## src/rtl/fifo_serial_pkg.sv

```systemverilog
// ---------------------------------------------------------------------------
// fifo_serial_pkg
//
// Shared definitions for the FIFO-draining serial transmitter:
//   tx_state_t  - frame sequencer states (idle, start bit, data bits, stop bit)
//   cnt_width() - width of a counter that must hold values 0 .. n-1, never
//                 narrower than one bit so degenerate parameters
//                 (CLKS_PER_BIT=1, DATA_W=1) still give legal vectors.
// ---------------------------------------------------------------------------
package fifo_serial_pkg;

    typedef enum logic [1:0] {
        ST_IDLE,
        ST_START,
        ST_DATA,
        ST_STOP
    } tx_state_t;

    // max(1, $clog2(n))
    function automatic int cnt_width(input int n);
        int w;
        w = $clog2(n);
        return (w < 1) ? 1 : w;
    endfunction

endpackage

```

## src/rtl/serial_bit_timer.sv

```systemverilog
// ---------------------------------------------------------------------------
// serial_bit_timer
//
// Baud counter for the serial transmitter. Counts clk cycles within one
// serial bit and wraps every CLKS_PER_BIT cycles, so consecutive bits of a
// frame follow each other with no gap.
//
// Ports:
//   clk           in   sole clock, rising edge
//   reset         in   asynchronous, active-low reset
//   clear_i       in   hold the count at zero (used while the line is idle so
//                      the first bit of a frame starts from a known phase)
//   bit_end_o     out  high in the last cycle of each bit
//   bit_pre_end_o out  high in the second-to-last cycle of each bit; lets the
//                      parent register an output that must coincide with the
//                      last cycle. Never asserted when CLKS_PER_BIT=1.
// ---------------------------------------------------------------------------
module serial_bit_timer
    import fifo_serial_pkg::*;
#(
    parameter int CLKS_PER_BIT = 4
) (
    input  logic clk,
    input  logic reset,
    input  logic clear_i,
    output logic bit_end_o,
    output logic bit_pre_end_o
);

    localparam int            CW   = cnt_width(CLKS_PER_BIT);
    localparam logic [CW-1:0] LAST = CW'(CLKS_PER_BIT - 1);
    localparam logic [CW-1:0] PRE  = CW'((CLKS_PER_BIT > 1) ? (CLKS_PER_BIT - 2) : 0);

    logic [CW-1:0] cnt;

    always_ff @(posedge clk or negedge reset) begin
        if (!reset) begin
            cnt <= '0;
        end else if (clear_i || (cnt == LAST)) begin
            cnt <= '0;
        end else begin
            cnt <= cnt + CW'(1);
        end
    end

    assign bit_end_o     = (cnt == LAST);
    assign bit_pre_end_o = (CLKS_PER_BIT > 1) && (cnt == PRE);

endmodule

```

## src/rtl/fifo_serial_tx.sv

```systemverilog
// ---------------------------------------------------------------------------
// fifo_serial_tx
//
// Reader-side companion to the parameterized FIFO. Pops one word whenever
// the line is idle and the FIFO is non-empty, then sends it as an
// asynchronous serial frame: one start bit (0), DATA_W data bits LSB first,
// one stop bit (1). Every bit is held CLKS_PER_BIT clk cycles.
//
// Parameters:
//   DATA_W        FIFO word / frame data width (>= 1)
//   CLKS_PER_BIT  clk cycles per serial bit (>= 1)
//
// Ports:
//   clk              in   sole clock, rising edge
//   reset            in   asynchronous, active-low reset
//   fifo_empty_i     in   FIFO empty flag
//   fifo_pop_data_i  in   FIFO head word, valid while fifo_empty_i=0
//   fifo_pop_o       out  one-cycle pop request (combinational, idle only)
//   tx_o             out  serial line, idles high (registered)
//   busy_o           out  frame in progress (registered)
//   frame_done_o     out  pulse in the last cycle of the stop bit (registered)
// ---------------------------------------------------------------------------
module fifo_serial_tx
    import fifo_serial_pkg::*;
#(
    parameter int DATA_W       = 8,
    parameter int CLKS_PER_BIT = 4
) (
    input  logic              clk,
    input  logic              reset,
    input  logic              fifo_empty_i,
    input  logic [DATA_W-1:0] fifo_pop_data_i,
    output logic              fifo_pop_o,
    output logic              tx_o,
    output logic              busy_o,
    output logic              frame_done_o
);

    localparam int            BW       = cnt_width(DATA_W);
    localparam logic [BW-1:0] LAST_BIT = BW'(DATA_W - 1);

    tx_state_t         state;
    logic [BW-1:0]     bit_cnt;
    logic [DATA_W-1:0] shift_reg;
    logic [DATA_W-1:0] shift_next;
    logic              timer_clear;
    logic              bit_end;
    logic              bit_pre_end;
    logic              done_next;

    // The baud counter is parked at zero while idle, so the start bit that
    // follows a pop always lasts exactly CLKS_PER_BIT cycles.
    assign timer_clear = (state == ST_IDLE);

    serial_bit_timer #(
        .CLKS_PER_BIT (CLKS_PER_BIT)
    ) u_bit_timer (
        .clk           (clk),
        .reset         (reset),
        .clear_i       (timer_clear),
        .bit_end_o     (bit_end),
        .bit_pre_end_o (bit_pre_end)
    );

    // Zero-latency pop: the FIFO is drained in the same cycle it reports a
    // word, but only from idle, and never while reset is held.
    assign fifo_pop_o = (state == ST_IDLE) && !fifo_empty_i && reset;

    assign shift_next = shift_reg >> 1;

    // frame_done_o is registered, so it is armed one cycle ahead of the final
    // stop-bit cycle. With one clock per bit the stop bit is a single cycle,
    // so the arming point falls in the last data bit instead.
    always_comb begin
        done_next = 1'b0;
        if (CLKS_PER_BIT == 1) begin
            done_next = (state == ST_DATA) && (bit_cnt == LAST_BIT);
        end else begin
            done_next = (state == ST_STOP) && bit_pre_end;
        end
    end

    // Frame sequencer with registered line/status outputs
    always_ff @(posedge clk or negedge reset) begin
        if (!reset) begin
            state        <= ST_IDLE;
            bit_cnt      <= '0;
            tx_o         <= 1'b1;
            busy_o       <= 1'b0;
            frame_done_o <= 1'b0;
        end else begin
            frame_done_o <= done_next;
            unique case (state)
                ST_IDLE: begin
                    tx_o <= 1'b1;
                    if (fifo_pop_o) begin
                        bit_cnt <= '0;
                        tx_o    <= 1'b0;
                        busy_o  <= 1'b1;
                        state   <= ST_START;
                    end
                end
                ST_START: begin
                    if (bit_end) begin
                        tx_o  <= shift_reg[0];
                        state <= ST_DATA;
                    end
                end
                ST_DATA: begin
                    if (bit_end) begin
                        if (bit_cnt == LAST_BIT) begin
                            tx_o  <= 1'b1;
                            state <= ST_STOP;
                        end else begin
                            // next bit comes from the post-shift LSB
                            tx_o    <= shift_next[0];
                            bit_cnt <= bit_cnt + BW'(1);
                        end
                    end
                end
                ST_STOP: begin
                    if (bit_end) begin
                        busy_o <= 1'b0;
                        state  <= ST_IDLE;
                    end
                end
                default: begin
                    tx_o   <= 1'b1;
                    busy_o <= 1'b0;
                    state  <= ST_IDLE;
                end
            endcase
        end
    end

    // Data shift register: loaded on pop, shifted at the end of each data
    // bit. Its contents are meaningless outside a frame, so it has no reset.
    always_ff @(posedge clk) begin
        if (fifo_pop_o) begin
            shift_reg <= fifo_pop_data_i;
        end else if ((state == ST_DATA) && bit_end) begin
            shift_reg <= shift_next;
        end
    end

endmodule

```

## config.mk

```make
export PLATFORM = sky130hd
export DESIGN_NAME = fifo_serial_tx
export DESIGN_NICKNAME = d
export VERILOG_FILES = /design/src/rtl/fifo_serial_pkg.sv /design/src/rtl/serial_bit_timer.sv /design/src/rtl/fifo_serial_tx.sv
export SDC_FILE = /design/constraint.sdc
export NUM_CORES = 1
export LEC_CHECK = 0
export BUFFER_PORTS_ARGS = -buffer_cell sky130_fd_sc_hd__buf_2
export CORE_AREA = 2 2 54 56
export CTS_BUF_LIST = sky130_fd_sc_hd__clkbuf_16
export DETAILED_ROUTE_END_ITERATION = 10
export DIE_AREA = 0 0 56 58
export REMOVE_ABC_BUFFERS = 1
export SYNTH_ARGS = -nofsm -noshare
export SYNTH_HDL_FRONTEND = slang
export SYNTH_HIERARCHICAL = 1
export SYNTH_SLANG_ARGS = --single-unit
```

## constraint.sdc

```tcl
create_clock -name clk -period 2.48 [get_ports clk]
set_clock_uncertainty 0.05 [all_clocks]
set_input_delay 0.124 -clock clk [delete_from_list [all_inputs] [get_ports clk]]
set_output_delay 0.124 -clock clk [all_outputs]
set_load 0.03 [all_outputs]
```

# Yosys cells after proc, flatten, opt, wreduce, memory -nomap -nowiden
# Index checks and enable logic that the tools add are counted.
# Widths: inputs -> output; s select.
# op_classes
add_sub_neg	2
eq_ne	12
mux	21
reduce_logical	15
# op_table
operator	count
$mux 8	2
$mux 2	6
$ne 2x2->1 const B	6
$mux 3	3
$eq 2x2->1 const B	4
$pmux 2 s4	1
$mux 1	6
$pmux 3 s2	1
$reduce_and 3->1	2
$reduce_bool 2->1	3
$reduce_and 5->1	1
$logic_and 1x1->1	4
$reduce_and 4->1	1
$add 3x1->3 const B	1
$eq 3x3->1 const B	1
$pmux 1 s3	1
$reduce_bool 3->1	1
$add 2x1->2 const B	1
$eq 2x1->1 const B	1
$logic_not 2->1	1
$pmux 1 s2	1
$logic_not 1->1	1
$logic_or 1x1->1	1
# word_totals
register_bits	18
input_bits	11

# Depth between registers and ports, before layout
# Gate-level depths: netlist of run 1.
# depth
ltp_word	5
depth_mapped	6
mapped_depth_nobuf	5

# By module
# The synthesis of run 1 kept the hierarchy.
# by_module_without_submodules
mod	instances	cells_each	area_each_um2
fifo_serial_tx	1	68	930.9
serial_bit_timer	1	7	98.8

# Worst setup path after synthesis of run 1
# OpenSTA, ideal clock, no wires.
# synth_path
kind	flip-flop to flip-flop
startpoint	register state[0]
endpoint	register shift_reg[0], data pin
setup_ps	260
arrival_ps	1404
slack_ps	765
stages_incl_launch_ff	6
path_cell_list	dfrtp_1 inv_1 ha_1 nand3b_2 buf_6 mux2_4
# synth_between
elab_chain_cells	4
# synth_rtl
element	line_no	text
start, declared	fifo_serial_tx.sv:42	tx_state_t state;
start signal, assigned	fifo_serial_tx.sv:86	state <= ST_IDLE;
start signal, assigned	fifo_serial_tx.sv:100	state <= ST_START;
start signal, assigned	fifo_serial_tx.sv:106	state <= ST_DATA;
$logic_not 2->1	-	
net timer_clear	fifo_serial_tx.sv:46	logic timer_clear;
$logic_and 1x1->1 (2 in a row)	fifo_serial_tx.sv:67	assign fifo_pop_o = (state == ST_IDLE) && !fifo_empty_i && reset;
$mux 8	fifo_serial_tx.sv:139	if (fifo_pop_o) begin
end signal, assigned	fifo_serial_tx.sv:140	shift_reg <= fifo_pop_data_i;
end signal, assigned	fifo_serial_tx.sv:142	shift_reg <= shift_next;
end, declared	fifo_serial_tx.sv:44	logic [DATA_W-1:0] shift_reg;
# The timed path passes the listed nets, and every way through them passes these cells.
# A chain may end at the register's enable or synchronous reset.

# Final worst setup path of run 1
# layout_path
startpoint	register state[1]
endpoint	register shift_reg[6], enable pin
# layout_between
elab_chain_cells	4
# layout_rtl
element	line_no
$logic_not 2->1	-
net timer_clear	fifo_serial_tx.sv:46
$logic_and 1x1->1 (2 in a row)	fifo_serial_tx.sv:67
$reduce_bool 2->1 (no source line)	-
# The timed path passes the listed nets, and every way through them passes these cells.

==> impl_metrics.toml, run 1 <==
[sta]
period_minus_slack_ns = 2.083
period_share_pct = 83.98
worstMarginPinSlew_ns = 0.3752
max-slew-margin-rel_pct = 74.85
rsz0062_at_grt = "no"
drv_slew = 0
clock.fmax_mhz = 480.2
setup_viol = 0
setup_tns_ns = 0
finalHoldViolCount = 0

[floorplanning]
io_pins = 15
die_height_um = 58
num_rows = 19
start_util_pct = 38.67
core_mm2 = 0.002663
die_area_mm2 = 0.003248
die_w_um = 56

[pwr]
power_frac_comb_pct = 43.9
p_sw_w = 0.0004646
swShare_pct = 33.19
pwr-share-seq_pct = 33.6
p_leak_nw = 0.5782
powerDensity_mw_per_mm2 = 1162
ir_drop_uv = 623.0
intPower_w = 0.0009350
p_clk_share_pct = 22.5

[setup_path]
reg2reg_from = "state[1]"
cp.arrival_ns = 1.94
r2r_cells = 4
r2r_slack_ns = 0.40
cp-end-kind = "flip-flop"
r2r_end = "shift_reg[6]"
path_max_fanout = 11
path_class = "reg -> reg"
required_ns = 2.34
cp-start-kind = "flip-flop"

[routing]
viasPerCell = 4.846
drt_wl_total_um = 1619
drc = 0
first_pass_iters = 3
dr.first_iter.drc_count = 3
post_drt_wl_per_cell_um = 13.16
vias = 596
final_antenna_net_count = 0

[global_routing]
antenna_found_initial = 0
grt_usage_pct = 12.20
grt_pass1_wl_um = 2932
overflow = 0
grt_start_max_net_pins = 13
grt_pass1_vias = 617

[layout]
nets = 113
layout-drive-gt1-share_pct = 36.96
largest_reg_flops = 8
final_cell_area_mm2 = 0.001205
area.growth.synth_to_final_pct = 17.01
antennaDiodeCount = 0

[logic_synthesis]
yosys_register_bits = 18
syn_area_mm2 = 0.001030
ys_seq_area_share_pct = 47.75
synth.largest_area_cell = "edfxtp_1"
synth_edf_count = 8
yosys-top-cells-area = "edfxtp_1, dfrtp_1, ha_1"
yosys_most_used_dff = "dfrtp_1"
yosys.cell_types.count = 29
synth.avg_cell_area_um2 = 13.73
yosys_warnings = 6
synth_top_cell_area_share_pct = 23.33
ys_async_sr_fraction_pct = 55.56
synthCells = 75

[status]
status = "finished clean"

[cts]
clkLatencyLatePin_ns = 0.24
cts_buffer_depth = 2
clk_pin_slew_ns = 0.05
htreeDepth = 1
cts_sinks = 18
clockRootBuffer = "clkbuf_16"
cts_tree = "built"
cts_made_buffers = 3

[placement]
routabilityCongestion = 0.7371
placed_cell_area_mm2 = 0.001116
port_buffers = 14
dp_hpwl_um = 1256

[worst_hold_path]
min_to = "shift_reg[7]"
hold_path.class = "in -> reg"
hold-path-cell-count = 2
min-delay-start = "fifo_pop_data_i[7]"

[flow_run]
drv_cap = 0
==> cells in the mapped netlist, types with 2 or more instances <==
cell type	instances
a21boi_0	2
and2_1	2
buf_6	2
dfrtp_1	9
edfxtp_1	8
ha_1	9
inv_1	6
mux2_1	2
mux2_4	7
mux2i_1	3
nand2_1	5
nor2_1	2
nor3_2	2
==> routing by layer <==
| metal | wire length (um) | part of all wire, % | GRT usage [%] |
|---|---|---|---|
| met3 | 73 | 4.5 | 4.241 |
| met4 | 37 | 2.3 | 8.163 |
| met1 | 747 | 46 | 15.72 |
| met5 | 0 | 0 | 0 |
| met2 | 761 | 47 | 17.31 |
==> final cells by class <==
type | count | area [um2]
clock buffer | 3 | 75.07
clock inverter | 1 | 3.754
fill | 249 | 1458
inverter | 7 | 26.28
multi-input combinational | 48 | 489.2
sequential | 18 | 491.7
tap | 31 | 38.79
timing repair buffer | 15 | 80.08
==> timing repair <==
action,CTS,global route
endpoints found under the hold margin,10,0
resized for setup,0,0
buffers inserted,0,0
hold buffers,1,0
==> layout by cell type (no fill, tap or decap), types with 2 or more instances in the layout <==
| master | n |
|---|---|
| edfxtp_1 | 8 |
| a21boi_0 | 2 |
| ha_1 | 9 |
| mux2i_1 | 3 |
| nand2_1 | 5 |
| mux2_1 | 2 |
| buf_2 | 14 |
| dfrtp_1 | 9 |
| and2_1 | 2 |
| nor2_1 | 2 |
| mux2_4 | 7 |
| clkbuf_16 | 3 |
| nor3_2 | 2 |
| inv_1 | 6 |
==> worst max-delay path: stages, from the launching register on <==
cell and delay, ns:
dfrtp_1 0.41, inv_1 0.12, ha_1 0.39, nand3b_2 0.38, nand2_1 0.40
==> worst max path at each step <==
stage,from,end,slack (ns),depth (start not counted)
after floorplan,state[0],shift_reg[0],0.65,4
after global placement,state[0],shift_reg[3],0.45,4
after detailed placement,state[0],shift_reg[3],0.39,4
after CTS,state[0],shift_reg[7],0.38,4
after global routing,state[1],shift_reg[5],0.20,4
final,state[1],shift_reg[6],0.40,4
==> power by group through the flow <==
| stage | Clock (W) | Combinational [W] | Sequential (W) |
|---|---|---|---|
| 2_1_floorplan | 0 | 0.000475 | 0.000491 |
| 3_3_place_gp | 0 | 0.000601 | 0.000472 |
| 3_5_place_dp | 0 | 0.000622 | 0.000474 |
| 4_1_cts | 0.000327 | 0.000624 | 0.000470 |
| 5_1_grt | 0.000352 | 0.000684 | 0.000484 |
| 6_report | 0.000315 | 0.000615 | 0.000470 |
==> per-stage QoR <==
step | worst slack [ns] | instances | hold WS (ns) | utilization [%] | power, W
after floorplan | 0.6532 | 73 | -0.2216 | - | 0.0009658
after global placement | 0.4499 | 118 | -0.01902 | 41.92 | 0.001073
after detailed placement | 0.3876 | 118 | -0.01643 | 41.92 | 0.001096
after CTS | 0.3827 | 123 | 0.1057 | 45.25 | 0.001421
after global routing | 0.2005 | 123 | 0.1068 | 45.25 | 0.001519
final | 0.3974 | 123 | 0.1075 | 45.25 | 0.001400
==> cell families after synthesis <==
group | after synthesis | share of synthesized area (%)
AOI/OAI and AO/OA | 10 | 10.09
adders and majority gates | 9 | 10.94
buffers and inverters | 9 | 4.738
DFF | 18 | 47.75
muxes | 13 | 16.40
and+or+nand+nor | 16 | 10.09
Power figures use the tool's default switching activity.
==> inputs of run 2 (changes only) <==
--- a/config.mk
+++ b/config.mk
@@ -5,6 +5,7 @@
 export SDC_FILE = /design/constraint.sdc
 export NUM_CORES = 1
 export LEC_CHECK = 0
+export ABC_AREA = 1
 export BUFFER_PORTS_ARGS = -buffer_cell sky130_fd_sc_hd__buf_2
 export CORE_AREA = 2 2 54 56
 export CTS_BUF_LIST = sky130_fd_sc_hd__clkbuf_16
==> constraint.sdc (replaced) <==
create_clock -name clk -period 2.2 [get_ports clk]
set_clock_uncertainty 0.05 [all_clocks]
set_input_delay 0.11 -clock clk [delete_from_list [all_inputs] [get_ports clk]]
set_output_delay 0.11 -clock clk [all_outputs]
set_load 0.03 [all_outputs]
==> run 2 against run 1 <==
  * Routed wire length rose by 7.2%
  * Combinational power rose by 19%
  * Non-clock buffer count increased by 1
  * Via count up 24%
  * Count of clock-buffer cells in the layout unchanged
  * Critical endpoint is now fifo_pop_o
  * Largest cell class unchanged
  * Highest routed layer unchanged
==> impl_metrics.toml, run 2 <==
[status]
status = "finished clean"

[floorplanning]
start_util_pct = 37.69
die_height_um = 58
num_rows = 19
io_pins = 15
core_mm2 = 0.002663
die_w_um = 56
die_area_mm2 = 0.003248

[layout]
final_cell_mix = "nand2_1, inv_1, buf_2"
layout-drive-gt1-share_pct = 23.70
seqCellArea_um2 = 491.7
final_cell_area_mm2 = 0.001204
antennaDiodeCount = 0
largest_reg_flops = 8
layout_commonest_cell = "nand2_1"
area.growth.synth_to_final_pct = 19.95
multi_input_area_um2 = 439.2
nets = 156
nFillCells = 269

[logic_synthesis]
yosys_warnings = 6
ys_seq_area_share_pct = 49.00
yosys-top-cells-area = "edfxtp_1, dfrtp_1, nand2_1"
yosys_most_used_dff = "dfrtp_1"
ys_top_cells_by_count = "nand2_1, inv_1, dfrtp_1, ha_1, edfxtp_1"
synth.avg_cell_area_um2 = 8.651
syn_area_mm2 = 0.001003
yosys.cell_types.count = 19
ys_async_sr_fraction_pct = 55.56
yosys_register_bits = 18
synth_top_cell_area_share_pct = 23.94
synth_edf_count = 8
synth.largest_area_cell = "edfxtp_1"
synth.most_common_cell = "nand2_1"
synthCells = 116

[worst_hold_path]
min-delay-start = "fifo_pop_data_i[3]"
hold_path.class = "in -> reg"

[setup_path]
cp.arrival_ns = 1.78
path_class = "reg -> out"
r2r_slack_ns = 0.39
cp-end-kind = "primary output"
path_max_fanout = 11
cp-start-kind = "flip-flop"
endpoint = "fifo_pop_o"
required_ns = 2.04
r2r_end = "shift_reg[5]"
r2r_cells = 5
startpoint = "state[0]"
reg2reg_from = "state[0]"

[placement]
dp_hpwl_um = 1299
placed_cell_area_mm2 = 0.001115
port_buffers = 14
routabilityCongestion = 0.7624

[global_routing]
grt_usage_pct = 11.94
grt_pass1_wl_um = 3008
grt_start_max_net_pins = 13
grt_pass1_vias = 686
antenna_found_initial = 0
overflow = 0

[pwr]
p_leak_nw = 0.6496
powerDensity_mw_per_mm2 = 1345
power_frac_comb_pct = 45.1
p_clk_share_pct = 22.3
p_sw_w = 0.0006526
ir_drop_uv = 846.1
pwr-share-seq_pct = 32.6
swShare_pct = 40.30
intPower_w = 0.0009667

[sta]
max-slew-margin-rel_pct = 73.52
period_minus_slack_ns = 1.935
rsz0062_at_grt = "no"
setup_tns_ns = 0
worstMarginPinSlew_ns = 0.3962
finalHoldViolCount = 0
period_share_pct = 87.97
clock.fmax_mhz = 516.7
drv_slew = 0
setup_viol = 0

[routing]
viasPerCell = 4.470
drt_wl_total_um = 1736
vias = 742
post_drt_wl_per_cell_um = 10.46
dr.first_iter.drc_count = 7
first_pass_iters = 4
drc = 0
final_antenna_net_count = 0

[cts]
cts_tree = "built"
clockRootBuffer = "clkbuf_16"
cts_buffer_depth = 2
clkLatencyLatePin_ns = 0.25
clk_pin_slew_ns = 0.05
htreeDepth = 1
cts_made_buffers = 3
cts_sinks = 18

[flow_run]
drv_cap = 0
## run 2: critical path, stage by stage, from the launching register on
cell and delay, ns:
dfrtp_1 0.40, inv_1 0.12, ha_1 0.20, nand3_1 0.32, inv_2 0.26, buf_2 0.23
## run 2: area by class of cell
cell class / count / share of cell area, %
Timing Repair Buffer: 16 / 7.277
Inverter: 18 / 5.613
Multi-Input combinational cell: 79 / 36.49
Clock inverter: 1 / 0.3119
Clock buffer: 3 / 6.237
Tap cell: 31 / 3.222
Sequential cell: 18 / 40.85
## run 2: cell families after synthesis
kind of cell,Yosys count,synth area share (%)
compound gates,7,4.364
fa+ha+maj,9,11.22
buf+inv,19,7.231
flops,18,49.00
simple gates,63,28.18
## run 2: metrics by stage
stage	utilization, %	hold slack, ns	setup slack [ns]	instances	total power [W]
finish	45.21	0.07379	0.2646	166	0.001619
CTS	45.21	0.07074	0.1567	166	0.001639
global route	45.21	0.07881	0.09550	166	0.001762
detailed placement	41.87	-0.04780	0.4071	161	0.001265
global placement	41.87	-0.04553	0.4903	161	0.001253
floorplan	-	-0.2356	0.2826	115	0.001101
## run 2: worst min path at each step
stage                   end  slack, ns  cells after the start
3_5_place_dp     bit_cnt[1]      -0.05                      1
5_1_grt        shift_reg[3]       0.08                      3
3_3_place_gp     bit_cnt[0]      -0.05                      1
6_report       shift_reg[3]       0.07                      3
2_1_floorplan    bit_cnt[0]      -0.24                      0
4_1_cts        shift_reg[3]       0.07                      3
## run 2: timing repair
action,in CTS,in global routing
resized for setup,0,1
buffers inserted,0,0
hold buffers,1,0
endpoints found under the hold margin,10,0
setup endpoints to repair,0,1
## run 2: power groups by stage
stage | Sequential, W | Clock (W) | Combinational (W)
floorplan | 0.000567 | 0 | 0.000534
global placement | 0.000529 | 0 | 0.000723
detailed placement | 0.000535 | 0 | 0.000730
CTS | 0.000529 | 0.000371 | 0.000739
global route | 0.000541 | 0.000386 | 0.000836
finish | 0.000528 | 0.000361 | 0.000730
## run 2: routing by layer
metal,part of all wire (%),global-route usage [%]
met3,3.7,2.679
met4,1.9,5.102
met1,50,16.24
met5,0,0
met2,44,18.49
==> inputs of run 3 (changes only) <==
--- a/config.mk
+++ b/config.mk
@@ -9,10 +9,10 @@
 export BUFFER_PORTS_ARGS = -buffer_cell sky130_fd_sc_hd__buf_2
 export CORE_AREA = 2 2 54 56
 export CTS_BUF_LIST = sky130_fd_sc_hd__clkbuf_16
+export CTS_CLUSTER_DIAMETER = 120
 export DETAILED_ROUTE_END_ITERATION = 10
 export DIE_AREA = 0 0 56 58
 export REMOVE_ABC_BUFFERS = 1
 export SYNTH_ARGS = -nofsm -noshare
 export SYNTH_HDL_FRONTEND = slang
-export SYNTH_HIERARCHICAL = 1
 export SYNTH_SLANG_ARGS = --single-unit
==> run 3 against run 2 <==
  * Sequential power hardly changed
  * Via count rose by 2.6%
  * Sequential share of layout area fell by 0.34 points
  * Sequential cell count unchanged
  * Die area is the same
  * First-iteration DRC count up 110%
  * Routed wire length increased by 6.6%
  * Maximum frequency rose by 5.3%
  * Synthesized area up 0.25%
  * Final cell count is the same
==> impl_metrics.toml, run 3 <==
[sta]
rsz0062_at_grt = "no"
max-slew-margin-rel_pct = 79.45
period_minus_slack_ns = 1.837
finalHoldViolCount = 0
period_share_pct = 83.51
fin_ws_ns = 0.3627
setup_viol = 0
clock.fmax_mhz = 544.3
worstMarginPinSlew_ns = 0.3083
setup_tns_ns = 0
drv_slew = 0

[layout]
final_cell_area_mm2 = 0.001214
layout-drive-gt1-share_pct = 22.22
final_cell_mix = "nand2_1, inv_1, buf_2"
fin_util_pct = 45.58
layout_commonest_cell = "nand2_1"
nets = 156
area.growth.synth_to_final_pct = 20.65
largest_reg_flops = 8
antennaDiodeCount = 0

[cts]
clkLatencyLatePin_ns = 0.25
cts_buffer_depth = 2
clk_pin_slew_ns = 0.06
htreeDepth = 1
cts_sinks = 18
postCtsSetupBuffers = 0
clockRootBuffer = "clkbuf_16"
cts_tree = "built"
cts_made_buffers = 3

[placement]
routabilityCongestion = 0.7858
placed_cell_area_mm2 = 0.001125
dp_hpwl_um = 1394
pre_cts_slack_ns = 0.5381
port_buffers = 14

[pwr]
total_power_w = 0.001623
p_leak_nw = 0.6482
ir_drop_uv = 628.7
powerDensity_mw_per_mm2 = 1337

[logic_synthesis]
yosys_most_used_dff = "dfrtp_1"
synth_top_cell_area_share_pct = 23.88
synth_edf_count = 8
synth.most_common_cell = "nand2_1"
yosys-top-cells-area = "edfxtp_1, dfrtp_1, nand2_1"
yosys_register_bits = 18
yosys_warnings = 0
ys_top_cells_by_count = "nand2_1, inv_1, dfrtp_1, ha_1, edfxtp_1"
synthCells = 115
yosys.cell_types.count = 22
ys_async_sr_fraction_pct = 55.56
syn_area_mm2 = 0.001006
synth.largest_area_cell = "edfxtp_1"
ys_seq_area_share_pct = 48.88
synth.avg_cell_area_um2 = 8.748

[routing]
post_drt_wl_per_cell_um = 11.15
drt_wl_total_um = 1851
first_pass_iters = 4
drc = 0
viasPerCell = 4.584
dr.first_iter.drc_count = 15
vias = 761
final_antenna_net_count = 0

[setup_path]
path_max_fanout = 9
cp_slowest_stage_delay_ns = 0.40
path_class = "reg -> out"
cp_top_family = "buffers and inverters"
cp-start-kind = "flip-flop"
cp-end-kind = "primary output"
path_buf_inv = 3
crit_chain = "inv_1, ha_1, nand3_1, clkinv_1, buf_2"
required_ns = 2.04
crit_path_top_delay_cell = "dfrtp_1"
cp.arrival_ns = 1.68

[floorplanning]
die_w_um = 56
num_rows = 19
core_mm2 = 0.002663
die_height_um = 58
io_pins = 15
start_util_pct = 37.78
die_area_mm2 = 0.003248

[global_routing]
overflow = 0
grt_usage_pct = 13.44
grt_pass1_wl_um = 3360
grt_pass1_vias = 784
antenna_found_initial = 0
grt_start_max_net_pins = 13

[flow_run]
drv_cap = 0

[worst_hold_path]
hold_path.class = "in -> reg"

[status]
status = "finished clean"
-- run 3: cell type report --
class	count	area (um2)
sequential	18	491.7
timing repair buffer	17	95.09
tap	31	38.79
clock buffer	3	75.07
multi-input combinational	78	441.7
inverter	18	67.56
fill	265	1449
clock inverter	1	3.754
-- run 3: stage by stage --
| stage | instances | hold WS, ns |
|---|---|---|
| after floorplan | 114 | -0.2356 |
| after global placement | 161 | -0.03624 |
| after detailed placement | 161 | -0.03450 |
| after CTS | 166 | 0.07438 |
| after global routing | 166 | 0.09199 |
| final | 166 | 0.07678 |
-- run 3: metal layers --
metal | GRT usage [%] | routed length [um] | vias up
met5 | 0 | 0 | -
met4 | 3.061 | 13 | 0
met3 | 4.688 | 85 | 2
met2 | 23.70 | 901 | 14
met1 | 15.86 | 850 | 349
li1 | - | - | 396
-- run 3: what timing repair did --
item | in CTS | in global routing
resized for setup | 0 | 0
hold endpoints to repair | 10 | 0
hold buffers | 1 | 0
-- run 3: path summary, 6_finish.rpt --
kind / endpoint / slack, ns / startpoint / cells past startpoint
hold reg to reg: u_bit_timer.cnt[0] / 0.43 / u_bit_timer.cnt[0] / 1
max in group asynchronous: tx_o / 1.58 / reset / 2
min in group asynchronous: state[0] / 0.24 / reset / 2
setup reg to reg: shift_reg[5] / 0.51 / state[0] / 5
hold / removal: shift_reg[0] / 0.08 / fifo_pop_data_i[0] / 3
setup / recovery: fifo_pop_o / 0.36 / state[0] / 5
-- run 3: logic make-up after synthesis --
group,share of synthesized area [%]
simple gates,27.61
buf+inv,7.213
flops,48.88
fa+ha+maj,11.19
compound gates,5.100
-- run 3: worst reg2reg max path, delay by kind of cell, from the launching register on --
family / cells / cell delay (ns)
compound gates: 1 / 0.17
fa+ha+maj: 1 / 0.34
buf+inv: 3 / 0.42
flops: 1 / 0.41
-- run 3: power breakdown --
| part | internal [W] | total [W] | switching [W] |
|---|---|---|---|
| Combinational | 0.000258 | 0.000728 | 0.000470 |
| Sequential | 0.000471 | 0.000525 | 0.0000545 |
| Clock | 0.000242 | 0.000370 | 0.000128 |
